`src/rtl/elevator_n.sv`:
```
// N-floor elevator controller. Hall and car calls are latched into pending
// vectors, and a collective-selective scheduler picks stops and direction.
module elevator_n #(
  parameter int FLOORS        = 8,
  parameter int FW            = $clog2(FLOORS),
  parameter int TRAVEL_CYCLES = 2,
  parameter int DOOR_CYCLES   = 3
) (
  input  logic              clk,
  input  logic              reset,
  input  logic [FLOORS-1:0] u,
  input  logic [FLOORS-1:0] d,
  input  logic [FLOORS-1:0] i,
  output logic [FW-1:0]     F,
  output logic [1:0]        dir,
  output logic              door,
  output logic [FLOORS-1:0] up_pend,
  output logic [FLOORS-1:0] dn_pend,
  output logic [FLOORS-1:0] car_pend
);

  localparam int TW = (TRAVEL_CYCLES > 1) ? $clog2(TRAVEL_CYCLES) : 1;
  localparam int DW = (DOOR_CYCLES > 1) ? $clog2(DOOR_CYCLES) : 1;
  localparam logic [TW-1:0] T_LOAD = TW'(TRAVEL_CYCLES - 1);
  localparam logic [DW-1:0] D_LOAD = DW'(DOOR_CYCLES - 1);
  localparam logic [FLOORS-1:0] ONE = {{(FLOORS-1){1'b0}}, 1'b1};
  localparam logic [FLOORS-1:0] TOP = ONE << (FLOORS - 1);
  localparam logic [1:0] DIR_IDLE = 2'b00;
  localparam logic [1:0] DIR_UP   = 2'b01;
  localparam logic [1:0] DIR_DN   = 2'b10;

  typedef enum logic [1:0] {IDLE, MOVE, OPEN} state_t;

  state_t          state;
  logic [TW-1:0]   tcnt;
  logic [DW-1:0]   dcnt;
  logic            srv_up;
  logic            srv_dn;

  logic [FLOORS-1:0] u_req, d_req, all_pend, f_oh, nf_oh;
  logic [FLOORS-1:0] clr_up, clr_dn, clr_car;
  logic [FLOORS-1:0] up_next, dn_next, car_next;
  logic [FW-1:0]     nf;
  logic              going_up, at_f, above_f, below_f;
  logic              beyond_f, opp_f, beyond_nf, same_nf, stop_nf, door_call;
  logic              clear_wins;

  assign u_req     = u & ~TOP;
  assign d_req     = d & ~ONE;
  assign all_pend  = up_pend | dn_pend | car_pend;
  assign going_up  = (dir == DIR_UP);
  assign nf        = going_up ? F + FW'(1) : F - FW'(1);
  assign f_oh      = ONE << F;
  assign nf_oh     = ONE << nf;
  assign at_f      = all_pend[F];
  assign above_f   = |(all_pend >> (int'(F) + 1));
  assign below_f   = |(all_pend << (FLOORS - int'(F)));
  assign beyond_f  = going_up ? above_f : below_f;
  assign opp_f     = going_up ? below_f : above_f;
  assign beyond_nf = going_up ? |(all_pend >> (int'(nf) + 1))
                              : |(all_pend << (FLOORS - int'(nf)));
  assign same_nf   = going_up ? up_pend[nf] : dn_pend[nf];
  assign stop_nf   = car_pend[nf] | same_nf | ~beyond_nf;
  assign door_call = i[F] | (srv_up & u_req[F]) | (srv_dn & d_req[F]);

  // Bits serviced this edge; only a car standing open at the floor beats a new call.
  always_comb begin
    clr_up     = '0;
    clr_dn     = '0;
    clr_car    = '0;
    clear_wins = 1'b0;
    case (state)
      IDLE: begin
        if (at_f) begin
          clr_up  = f_oh;
          clr_dn  = f_oh;
          clr_car = f_oh;
        end
      end
      MOVE: begin
        if (tcnt == '0 && stop_nf) begin
          clr_car = nf_oh;
          if (going_up || !beyond_nf) clr_up = nf_oh;
          if (!going_up || !beyond_nf) clr_dn = nf_oh;
        end
      end
      OPEN: begin
        clear_wins = 1'b1;
        clr_car    = f_oh;
        if (srv_up) clr_up = f_oh;
        if (srv_dn) clr_dn = f_oh;
      end
      default: ;
    endcase
    if (clear_wins) begin
      up_next  = (up_pend | u_req) & ~clr_up;
      dn_next  = (dn_pend | d_req) & ~clr_dn;
      car_next = (car_pend | i) & ~clr_car;
    end else begin
      up_next  = (up_pend & ~clr_up) | u_req;
      dn_next  = (dn_pend & ~clr_dn) | d_req;
      car_next = (car_pend & ~clr_car) | i;
    end
  end

  always_ff @(posedge clk) begin
    if (reset) begin
      state    <= IDLE;
      F        <= '0;
      dir      <= DIR_IDLE;
      door     <= 1'b0;
      tcnt     <= '0;
      dcnt     <= '0;
      srv_up   <= 1'b0;
      srv_dn   <= 1'b0;
      up_pend  <= '0;
      dn_pend  <= '0;
      car_pend <= '0;
    end else begin
      up_pend  <= up_next;
      dn_pend  <= dn_next;
      car_pend <= car_next;
      case (state)
        IDLE: begin
          // Opening from rest takes an up heading so the departure rule favours above.
          if (at_f) begin
            state  <= OPEN;
            door   <= 1'b1;
            dir    <= DIR_UP;
            dcnt   <= D_LOAD;
            srv_up <= 1'b1;
            srv_dn <= 1'b1;
          end else if (above_f) begin
            state <= MOVE;
            dir   <= DIR_UP;
            tcnt  <= T_LOAD;
          end else if (below_f) begin
            state <= MOVE;
            dir   <= DIR_DN;
            tcnt  <= T_LOAD;
          end
        end
        MOVE: begin
          if (tcnt != '0) begin
            tcnt <= tcnt - TW'(1);
          end else begin
            F    <= nf;
            tcnt <= T_LOAD;
            if (stop_nf) begin
              state  <= OPEN;
              door   <= 1'b1;
              dcnt   <= D_LOAD;
              srv_up <= going_up | ~beyond_nf;
              srv_dn <= ~going_up | ~beyond_nf;
            end
          end
        end
        OPEN: begin
          if (door_call) begin
            dcnt <= D_LOAD;
          end else if (dcnt != '0) begin
            dcnt <= dcnt - DW'(1);
          end else begin
            door   <= 1'b0;
            srv_up <= 1'b0;
            srv_dn <= 1'b0;
            if (beyond_f) begin
              state <= MOVE;
              tcnt  <= T_LOAD;
            end else if (opp_f) begin
              state <= MOVE;
              tcnt  <= T_LOAD;
              dir   <= going_up ? DIR_DN : DIR_UP;
            end else begin
              state <= IDLE;
              dir   <= DIR_IDLE;
            end
          end
        end
        default: state <= IDLE;
      endcase
    end
  end

endmodule

```
`config.mk`:
```
export PLATFORM = sky130hd
export DESIGN_NAME = elevator_n
export DESIGN_NICKNAME = d
export VERILOG_FILES = /design/src/rtl/elevator_n.sv
export SDC_FILE = /design/constraint.sdc
export NUM_CORES = 1
export LEC_CHECK = 0
export BUFFER_PORTS_ARGS = -buffer_cell sky130_fd_sc_hd__buf_4
export CAP_MARGIN = 20
export CORE_MARGIN = 1
export CORE_UTILIZATION = 55
export CTS_CLUSTER_DIAMETER = 120
export CTS_CLUSTER_SIZE = 12
export DETAILED_ROUTE_END_ITERATION = 10
export PLACE_DENSITY = 0.78
export SETUP_SLACK_MARGIN = 0.05
export SYNTH_ARGS = -nofsm -noshare
export SYNTH_HDL_FRONTEND = slang
export SYNTH_SLANG_ARGS = --single-unit
```
`constraint.sdc`:
```
create_clock -name clk -period 5.02 [get_ports clk]
set_input_delay 0.502 -clock clk [delete_from_list [all_inputs] [get_ports clk]]
set_output_delay 0.502 -clock clk [all_outputs]
set_load 0.01 [all_outputs]
```
After elaboration in Yosys (flattened, before gate mapping)
Cells that the tools add are included.

Muxes and demuxes: 78. Eq/ne operators: 14. Bitwise operators: 28. Shifts and indexed selects: 6. Reduce and logical (&&, ||, !) cells: 19. Add/sub/neg operators: 8. Magnitude comparators: 2.

Operator list (number): $mux W8 (11); $pmux W8 S3 (3); $shl A8 B32 Y8 (2); $and A8 B8 Y8 (6); $or A8 B8 Y8 (6); $mux W2 (18); $reduce_or A8 Y1 (4); $mux W1 (31); $not A8 Y8 (3); $bmux W1 S3 (7); $or A8 B7 Y8 (2); $shl A1 B3 Y8 const A (2); $shr A8 B4 Y8 (2); $reduce_and A5 Y1 (3); $ne A2 B2 Y1 const B (7); $pmux W1 S3 (4); $pmux W2 S3 (2); $reduce_and A6 Y1 (2); $sub A4 B3 Y5 const A (2); $ne A3 B3 Y1 const B (3); $add A3 B1 Y4 const B (2); $lt A3 B4 Y1 const B (2); $or A1 B1 Y1 (6); $eq A2 B1 Y1 const B (2); 17 further kinds (23).

Flip-flop bits (word level): 37. Logic and storage cells: 166. Input port bits: 26.

Longest topological paths before layout
Gate-level depths: netlist of run 1.

Word-level depth: 15. Mapped depth: 13. Mapped depth without buffers: 12.

Least setup slack after synthesis of run 1
Ideal clock, no wire load.

Path kind: register -> register. Start point: register F[1]. End point: register up_pend[6]. Data required time: 4.889 ns. Setup time: 0.131 ns. Period minus slack after synthesis: 3.692 ns. Arrival: 3.561 ns. Stages on the path, launching flop included: 13. Buffers on the path: 1. Slack: 1.328 ns. Path through: dfxtp_1 > clkbuf_1 > inv_1 > fa_1 > xnor2_1 > xnor2_1 > ha_1 > o21bai_1 > a31oi_1 > a31o_2 > o21ai_0 > a2111oi_0 > nor3_1.

Longest elaborated chain between the ends: 15.

RTL lines: start, declared (line 14) `output logic [FW-1:0] F,`; start signal, assigned (line 147) `F <= nf;`; $sub A3 B1 Y3 / $add A3 B1 Y3 (equally long branches) (line 52) `assign nf = going_up ? F + FW'(1) : F - FW'(1);`; $mux W3 (line 52); $sub A4 B3 Y5 / $add A3 B1 Y4 (equally long branches) (line 61, 60); $shl A8 B32 Y8 / $shr A8 B4 Y8 (equally long branches) (line 61, 60); $reduce_or A8 Y1, on equally long branches (line 61, 60); $mux W1 (line 60) `assign beyond_nf = going_up ? |(all_pend >> (int'(nf) + 1))`; $logic_not A1 Y1 / $not A1 Y1 (equally long branches) (line 83, 63); $logic_or A1 B1 Y1 / $or A1 B1 Y1 (equally long branches) (line 83, 63); $mux W8 / $logic_and A1 B1 Y1 (equally long branches) (line 83, 81); $mux W8 (line 81) `if (tcnt == '0 && stop_nf) begin`; $pmux W8 S3 (*) (line 72) `case (state)`; $not A8 Y8 (*) (line 96, 100); $and A8 B8 Y8 (line 100) `up_next = (up_pend & ~clr_up) | u_req;`; $or A8 B7 Y8 (line 100); $mux W8 (*) (line 95) `if (clear_wins) begin`; end signal, assigned (line 120) `up_pend <= up_next;`; end, declared (line 17) `output logic [FLOORS-1:0] up_pend,`.

Mark *: on every way between the ends. The rest lies on a longest branch, timed or not. The select of a mux whose other input is x is not followed. A chain may end at the register's enable or synchronous reset.

Worst setup path after layout of run 1
Start point: register dir[1]. End point: register dn_pend[5].

Longest elaborated chain between the ends: 15.

RTL lines: start, declared (line 15) `output logic [1:0] dir,`; start signal, assigned (line 173) `dir <= going_up ? DIR_DN : DIR_UP;`; $eq A2 B1 Y1 (*) (line 51) `assign going_up = (dir == DIR_UP);`; $mux W3 (line 52); $sub A4 B3 Y5 / $add A3 B1 Y4 (equally long branches) (line 61, 60); $shl A8 B32 Y8 / $shr A8 B4 Y8 (equally long branches) (line 61, 60); $reduce_or A8 Y1, on equally long branches (line 61, 60); $mux W1 (line 60); $logic_not A1 Y1 / $not A1 Y1 (equally long branches) (line 84, 63); $logic_or A1 B1 Y1 / $or A1 B1 Y1 (equally long branches) (line 84, 63); $mux W8 / $logic_and A1 B1 Y1 (equally long branches) (line 84, 81); $mux W8 (*) (line 81); $pmux W8 S3 (*) (line 72); $not A8 Y8 (*) (line 97, 101); $and A8 B8 Y8 (line 101) `dn_next = (dn_pend & ~clr_dn) | d_req;`; $or A8 B8 Y8 (line 101); $mux W8 (*) (line 95); end signal, assigned (line 121) `dn_pend <= dn_next;`; end, declared (line 18) `output logic [FLOORS-1:0] dn_pend,`.

Marked as above.

==> reports/qor.txt, run 1 <==
CRITICAL PATH
--------------------------------------------------------------------------------------
Worst Path Buf+Inv                                                                   1
Critical path's most frequent cell                                             xnor2_1
Endpoint required time on the critical path                                    5.23 ns
Start of the worst register-to-register path                              dir[1]$_SDFFE_PP0P_
Instance count on the critical path                                                 12
Kind of end point of the critical path                                            flop
Reg2reg path depth                                                                  12
Critical-path top delay cell                                                  a211oi_2
Startpoint Class                                                                  flop
Destination of the worst register-to-register timing path                 dn_pend[5]$_SDFF_PP0_
Worst reg-to-reg setup slack                                                   0.74 ns
Source of the critical timing path                                        dir[1]$_SDFFE_PP0P_
Top delay family on crit path                                             compound AO/OA/AOI/OAI gates
Critical path cell sequence                                               nand2b_1, clkinv_1, fa_1, xnor2_1, xnor2_1, ha_1, o21bai_1, a31oi_1, a31o_2, a211oi_2, nor2_1, a311oi_1
Endpoint arrival time on the critical path                                     4.49 ns
Worst stage delay on the critical path                                         0.59 ns
CP Capture Point                                                          dn_pend[5]$_SDFF_PP0_
Crit Path Category                                                        flop to flop
Largest fanout of any net on the critical path                                       9

CELLS AND AREA
--------------------------------------------------------------------------------------
Number of diodes added for antenna fixing                                            0
Post-layout nets                                                                   503
Share of layout cells above drive strength 1                                     0.181
Synthesis-to-finish area growth                                                  16.3%

DETAILED ROUTING
--------------------------------------------------------------------------------------
DRC marker count from the first detailed-route iteration                           417
DRC                                                                                  0
ANT nets after route                                                                 0
DR pass1 iterations                                                                  6
Via total after detailed routing                                                  3870
Ratio of routed vias to standard cells                                            7.23
Post-Route WL                                                                  12.1 mm
Average wire per standard cell                                                 22.6 um

PLACE
--------------------------------------------------------------------------------------
Post-placement worst setup slack                                              0.940 ns
DP Wirelength                                                                  8.86 mm
Placer's final routability congestion estimate                                   0.992
Input/output buffers                                                                53

STA
--------------------------------------------------------------------------------------
Slew Viols, Final                                                                    0
Post-layout min period                                                         4.28 ns
Slew HR                                                                          0.389
Number of failing hold endpoints at the final stage                                  0
# setup viols final                                                                  0
Final Worst Setup Slack                                                       0.738 ns
Highest clock rate                                                             234 MHz
Unrepaired setup endpoints after global routing                                  false
Worst-margin pin slew                                                         0.915 ns
Hold Worst Slack                                                              0.454 ns
Share of the clock period used by the worst path                                 0.853
Worst Skew                                                                  0.00823 ns
Setup_tns                                                                         0 ns

FLOORPLANNING
--------------------------------------------------------------------------------------
I/O pins                                                                            56
Core region area                                                              5570 um2
Die X                                                                          78.5 um
Starting utilization of the core area                                            0.578
Cell Rows                                                                           27
Height of the die                                                              78.5 um
Die ar.                                                                       6170 um2

SYNTH
--------------------------------------------------------------------------------------
Post-synthesis async set-or-reset flop share                                         0
Post-synth top area cell                                                       dfxtp_1
Avg Synthesized Cell Area                                                     7.74 um2
Commonest register cell after synthesis                                        dfxtp_1
Count of mapped cells out of synthesis                                             416
Flip-flop and latch count after synthesis                                           37
Syn. warnings                                                                        0
Number of distinct standard cells referenced by the synthesized netlist             73
Leading cell types by count after synthesis                               dfxtp_1, nor2_1, a21oi_1, nand2_1, inv_1
Post-synth net total                                                               457
Synth top area share                                                             0.230
Leading post-synthesis cells by cell area                                 dfxtp_1, ha_1, a21oi_1
Post-synthesis instance area                                                  3220 um2
Sequential share of the synthesized area                                         0.230
EDFF count, synth                                                                    0

CLOCKING
--------------------------------------------------------------------------------------
Clock slew at reported path FFs                                                0.08 ns
Clock Path Buffers                                                                   2
Sinks on the clock net                                                              37
Clk_lat worst skew                                                             0.30 ns
Number of clock buffers inserted by TritonCTS                                        5
CTS-repair resized insts                                                             0
# Post-CTS Setup Buffers                                                             0
Cell chosen for the clock root                                                clkbuf_8
Total number of H-tree levels                                                        2
CTS tree                                                                          done
Hold buffer count at CTS                                                             0

GRT
--------------------------------------------------------------------------------------
Overall Global Routing Usage                                                     0.396
Initial antenna violation count                                                      0
Wire length of the first global-routing pass                                   18.6 mm
GRT Residual Overflow                                                                0
Vias in the first global route                                                    3463
Maximum number of pins on one net before global-route repair                        38

PWR
--------------------------------------------------------------------------------------
Worst supply voltage drop on vdd                                              0.446 mV
PD cells                                                                    658 nW/um2
P_leak                                                                         1.50 nW

OUTCOME
--------------------------------------------------------------------------------------
Run status                                                                finished clean

FLOW RUN
--------------------------------------------------------------------------------------
Max-capacitance violation count                                                      0

HOLD PATH
--------------------------------------------------------------------------------------
Startpoint of the worst hold path                                                 u[2]
Hold WC Path Type                                                         input pin to flop

==> area by class of cell <==
class | count | area, um2
flip-flops and latches | 37 | 741
clock buffers | 6 | 72.6
well taps | 72 | 90.1
repair buffers | 59 | 443
clock inverters | 2 | 10.0
multi-input cells | 331 | 2290
fillers | 528 | 1830
inverters | 28 | 105
==> cell usage in the layout (no fill, tap or decap), types with 4 or more instances in the layout <==
cell / instances
buf_4: 59
dfxtp_1: 37
nor2_1: 37
a21oi_1: 33
nand2_1: 33
inv_1: 24
o21ai_0: 23
nor3_1: 17
a31oi_1: 14
ha_1: 14
a211oi_1: 12
o221ai_1: 11
o31a_1: 9
nand3_1: 7
mux2i_1: 6
or3_1: 6
nor4_1: 6
o31ai_1: 6
a22oi_1: 5
clkbuf_8: 5
xnor2_1: 4
a2111oi_0: 4
o21a_1: 4
o2111ai_1: 4
a311oi_1: 4
==> worst reg2reg max path: stages (launching register included) <==
cell      delay [ns]
dfxtp_1         0.38
nand2b_1        0.15
clkinv_1        0.28
fa_1            0.52
xnor2_1         0.43
xnor2_1         0.26
ha_1            0.39
o21bai_1        0.15
a31oi_1         0.14
a31o_2          0.35
a211oi_2        0.60
nor2_1          0.24
a311oi_1        0.30
==> metrics by stage <==
stage               area, um2  total power, mW  utilization  std cells
floorplan                3220             1.64            -        416
global placement         3660             2.14        0.657        527
detailed placement       3660             2.16        0.657        527
CTS                      3750             2.37        0.672        535
global route             3750             2.58        0.672        535
finish                   3750             2.46        0.672        535
==> kinds of logic (layout without fill, tap and decap cells) <==
kind of cell	count (synthesis)	in the layout	share of synthesized area
XOR/XNOR	5	5	0.0136
multiplexers	11	11	0.0478
adder cells (fa/ha/maj)	15	15	0.0606
AND/OR/NAND/NOR	129	129	0.202
buffers and inverters	48	95	0.0606
flip-flops	37	37	0.230
AO/OA/AOI/OAI	171	171	0.386
==> power by group <==
| part | internal (mW) | total, mW | switching (mW) |
|---|---|---|---|
| logic | 0.615 | 1.77 | 1.16 |
| registers | 0.360 | 0.481 | 0.122 |
| clock network | 0.0963 | 0.208 | 0.112 |
==> how the worst min path moves through the flow <==
| stage | end | slack (ns) | cells after the start |
|---|---|---|---|
| after global placement | door$_SDFFE_PP0P_ | 0.46 | 2 |
| after global routing | up_pend[3]$_SDFF_PP0_ | 0.46 | 2 |
| after detailed placement | dcnt[0]$_SDFFE_PP0P_ | 0.48 | 1 |
| final | up_pend[2]$_SDFF_PP0_ | 0.45 | 2 |
| after CTS | up_pend[2]$_SDFF_PP0_ | 0.46 | 2 |
| after floorplan | dcnt[0]$_SDFFE_PP0P_ | 0.46 | 1 |
==> metal layers <==
layer,vias to the layer above,track usage,wire (um)
li1,1711,-,-
met4,0,0.128,399
met5,-,0,0
met1,1815,0.548,4850
met2,296,0.614,5410
met3,48,0.0756,1440
==> flip-flops by register name, indices dropped and copies added (netlist names) <==
| signal | count |
|---|---|
| srv_up | 1 |
| F | 3 |
| dcnt | 2 |
| srv_dn | 1 |
| state | 2 |
| dn_pend | 8 |
| car_pend | 8 |
| door | 1 |
| tcnt | 1 |
| up_pend | 8 |
| dir | 2 |
(Power assumes the default switching activity.)
==> run 2, diff against run 1 <==
Settings changed: PLACE_DENSITY 0.78 to default, PLACE_DENSITY_LB_ADDON from default to 0.25.
==> reports/qor.txt, run 2 (synthesized netlist as in run 1, its figures left out) <==
STA
-------------------------------------------------------------------------------------
Worst Skew                                                                  0.0102 ns   +0.00195 ns
Unrepaired setup endpoints after global routing                                 false
Number of failing hold endpoints at the final stage                                 0   unchanged
Highest clock rate                                                            233 MHz   -0.21%
Post-layout min period                                                        4.29 ns   +0.00882 ns
Setup_tns                                                                        0 ns   unchanged
Worst-margin pin slew                                                        0.978 ns   +0.0634 ns
Share of the clock period used by the worst path                                0.855   +0.00176
Slew HR                                                                         0.344   -0.0450
# setup viols final                                                                 0   unchanged
Slew Viols, Final                                                                   0   unchanged

CELLS AND AREA
-------------------------------------------------------------------------------------
Post-layout nets                                                                  501   -0.40%
Most frequent standard cell in the layout excluding fill and tap cells          buf_4
Synthesis-to-finish area growth                                                 17.2%
Number of diodes added for antenna fixing                                           0   unchanged
Largest registers ranked by flip-flop count                              car_pend (8), dn_pend (8), up_pend (8)
Commonest non-fill, non-tap cells in the layout                          buf_4, dfxtp_1, nor2_1, a21oi_1, nand2_1
Total of fill cells in the finished design                                        480   -9.1%
Area of the multi-input gates                                                2290 um2   +0.22%
Register Area                                                                 741 um2   unchanged
Share of layout cells above drive strength 1                                    0.182   +0.000787

PWR
-------------------------------------------------------------------------------------
Switching power                                                               1.41 mW   +1.4%
Gate power share                                                                0.699   -0.021
Switching Fraction                                                              0.555   -0.0101
Power consumption                                                             2.54 mW   +3.3%
Part of the power in registers                                                  0.191   -0.004
Share of power burned in the clock network                                      0.110   +0.025
Worst supply voltage drop on vdd                                             0.473 mV   +6.2%
Design internal power                                                         1.13 mW   +5.7%
P_leak                                                                        1.50 nW   +0.16%
PD cells                                                                   674 nW/um2   +2.5%

CRITICAL PATH
-------------------------------------------------------------------------------------
Crit Path Category                                                       flop to flop
Startpoint Class                                                                 flop
Worst reg-to-reg setup slack                                                  0.73 ns   about the same
Reg2reg path depth                                                                 12   unchanged
Start of the worst register-to-register path                             dir[1]$_SDFFE_PP0P_
Endpoint arrival time on the critical path                                    4.49 ns   about the same
Kind of end point of the critical path                                           flop
Largest fanout of any net on the critical path                                      9   unchanged
Endpoint required time on the critical path                                   5.22 ns   about the same
Destination of the worst register-to-register timing path                dn_pend[5]$_SDFF_PP0_

GRT
-------------------------------------------------------------------------------------
Overall Global Routing Usage                                                    0.408   +0.0124
Maximum number of pins on one net before global-route repair                       38   unchanged
Initial antenna violation count                                                     0   unchanged
Vias in the first global route                                                   3440   -0.66%
GRT Residual Overflow                                                               0   unchanged
Wire length of the first global-routing pass                                  19.0 mm   +2.2%

DETAILED ROUTING
-------------------------------------------------------------------------------------
DRC marker count from the first detailed-route iteration                          559   +34%
ANT nets after route                                                                0   unchanged
Post-Route WL                                                                 12.4 mm   +2.9%
Via total after detailed routing                                                 3897   +0.70%
DRC                                                                                 0   unchanged
Ratio of routed vias to standard cells                                           7.31   +1.1%
DR pass1 iterations                                                                 5   -1
Average wire per standard cell                                                23.4 um   +3.3%

PLACE
-------------------------------------------------------------------------------------
Input/output buffers                                                               53   unchanged
Placer's final routability congestion estimate                                  0.958   -3.4%
DP Wirelength                                                                 9.04 mm   +2.0%

FLOORPLANNING
-------------------------------------------------------------------------------------
Cell Rows                                                                          27   unchanged
I/O pins                                                                           56   unchanged
Core region area                                                             5570 um2   unchanged
Height of the die                                                             78.5 um   unchanged
Die ar.                                                                      6170 um2   unchanged
Die X                                                                         78.5 um   unchanged
Starting utilization of the core area                                           0.578   unchanged

CLOCKING
-------------------------------------------------------------------------------------
Clock slew at reported path FFs                                               0.09 ns   about the same
Total number of H-tree levels                                                       2   unchanged
CTS tree                                                                         done
Number of clock buffers inserted by TritonCTS                                       5   unchanged
Cell chosen for the clock root                                               clkbuf_8
Clk_lat worst skew                                                            0.30 ns   about the same
# Post-CTS Setup Buffers                                                            0   unchanged
CTS-repair resized insts                                                            0   unchanged
Hold buffer count at CTS                                                            0   unchanged
Sinks on the clock net                                                             37   unchanged
Clock Path Buffers                                                                  2   unchanged

HOLD PATH
-------------------------------------------------------------------------------------
Cell count of the worst hold path                                                   2   unchanged
Hold WC Path Type                                                        input pin to flop
Startpoint of the worst hold path                                                u[1]
Worst hold path endpoint                                                 up_pend[1]$_SDFF_PP0_

FLOW RUN
-------------------------------------------------------------------------------------
Max-capacitance violation count                                                     0   unchanged

OUTCOME
-------------------------------------------------------------------------------------
Run status                                                               finished clean

[run 2: cell count changes in the layout (fill, tap and decap cells not counted), sizes merged]
cell and delta:
clkinv -2, buf -2, bufinv +1, clkinvlp +1
[run 2: final cells by class]
class	instances	share of cell area
tap	72	0.0239
multi-input combinational	331	0.607
clock inverter	2	0.00994
timing repair buffer	57	0.113
sequential	37	0.196
clock buffer	6	0.0219
inverter	28	0.0278
[run 2: power groups by stage]
stage                     clock (mW)  sequential [mW]  combinational (mW)
after floorplan                    0            0.449                1.19
after global placement             0            0.479                1.67
after detailed placement           0            0.483                1.69
after CTS                      0.279            0.476                1.70
after global routing           0.289            0.489                1.88
final                          0.280            0.486                1.78
[run 2: worst max-delay path by stage]
| stage | start | to | slack (ns) | cells past startpoint |
|---|---|---|---|---|
| floorplan | F[1]$_SDFFE_PP0P_ | up_pend[6]$_SDFF_PP0_ | 1.33 | 12 |
| global placement | dir[1]$_SDFFE_PP0P_ | dn_pend[5]$_SDFF_PP0_ | 0.98 | 12 |
| detailed placement | dir[1]$_SDFFE_PP0P_ | dn_pend[5]$_SDFF_PP0_ | 0.95 | 12 |
| CTS | dir[1]$_SDFFE_PP0P_ | dn_pend[5]$_SDFF_PP0_ | 0.91 | 12 |
| global route | dir[1]$_SDFFE_PP0P_ | dn_pend[5]$_SDFF_PP0_ | 0.50 | 12 |
| finish | dir[1]$_SDFFE_PP0P_ | dn_pend[5]$_SDFF_PP0_ | 0.73 | 12 |
[run 2: layer usage]
metal,vias up,GRT usage,routed length [um]
met4,0,0.146,404
li1,1708,-,-
met1,1818,0.571,5100
met3,48,0.0779,1530
met5,-,0,0
met2,323,0.618,5410
[run 2: metrics by stage]
stage / utilization / instances / hold WS, ns / setup slack [ns] / area, um2
3_5_place_dp: 0.656 / 525 / 0.491 / 0.953 / 3650
2_1_floorplan: - / 416 / 0.464 / 1.33 / 3220
4_1_cts: 0.677 / 533 / 0.453 / 0.910 / 3770
6_report: 0.677 / 533 / 0.451 / 0.729 / 3770
3_3_place_gp: 0.656 / 525 / 0.463 / 0.984 / 3650
5_1_grt: 0.677 / 533 / 0.464 / 0.499 / 3770
[run 2: worst max-delay path, stage by stage (launching register included)]
cell	delay, ns
dfxtp_1	0.38
nand2b_1	0.15
clkinv_1	0.28
fa_1	0.52
xnor2_1	0.47
xnor2_1	0.25
ha_1	0.39
o21bai_1	0.14
a31oi_1	0.13
a31o_2	0.36
a211oi_2	0.57
nor2_1	0.23
a311oi_1	0.31
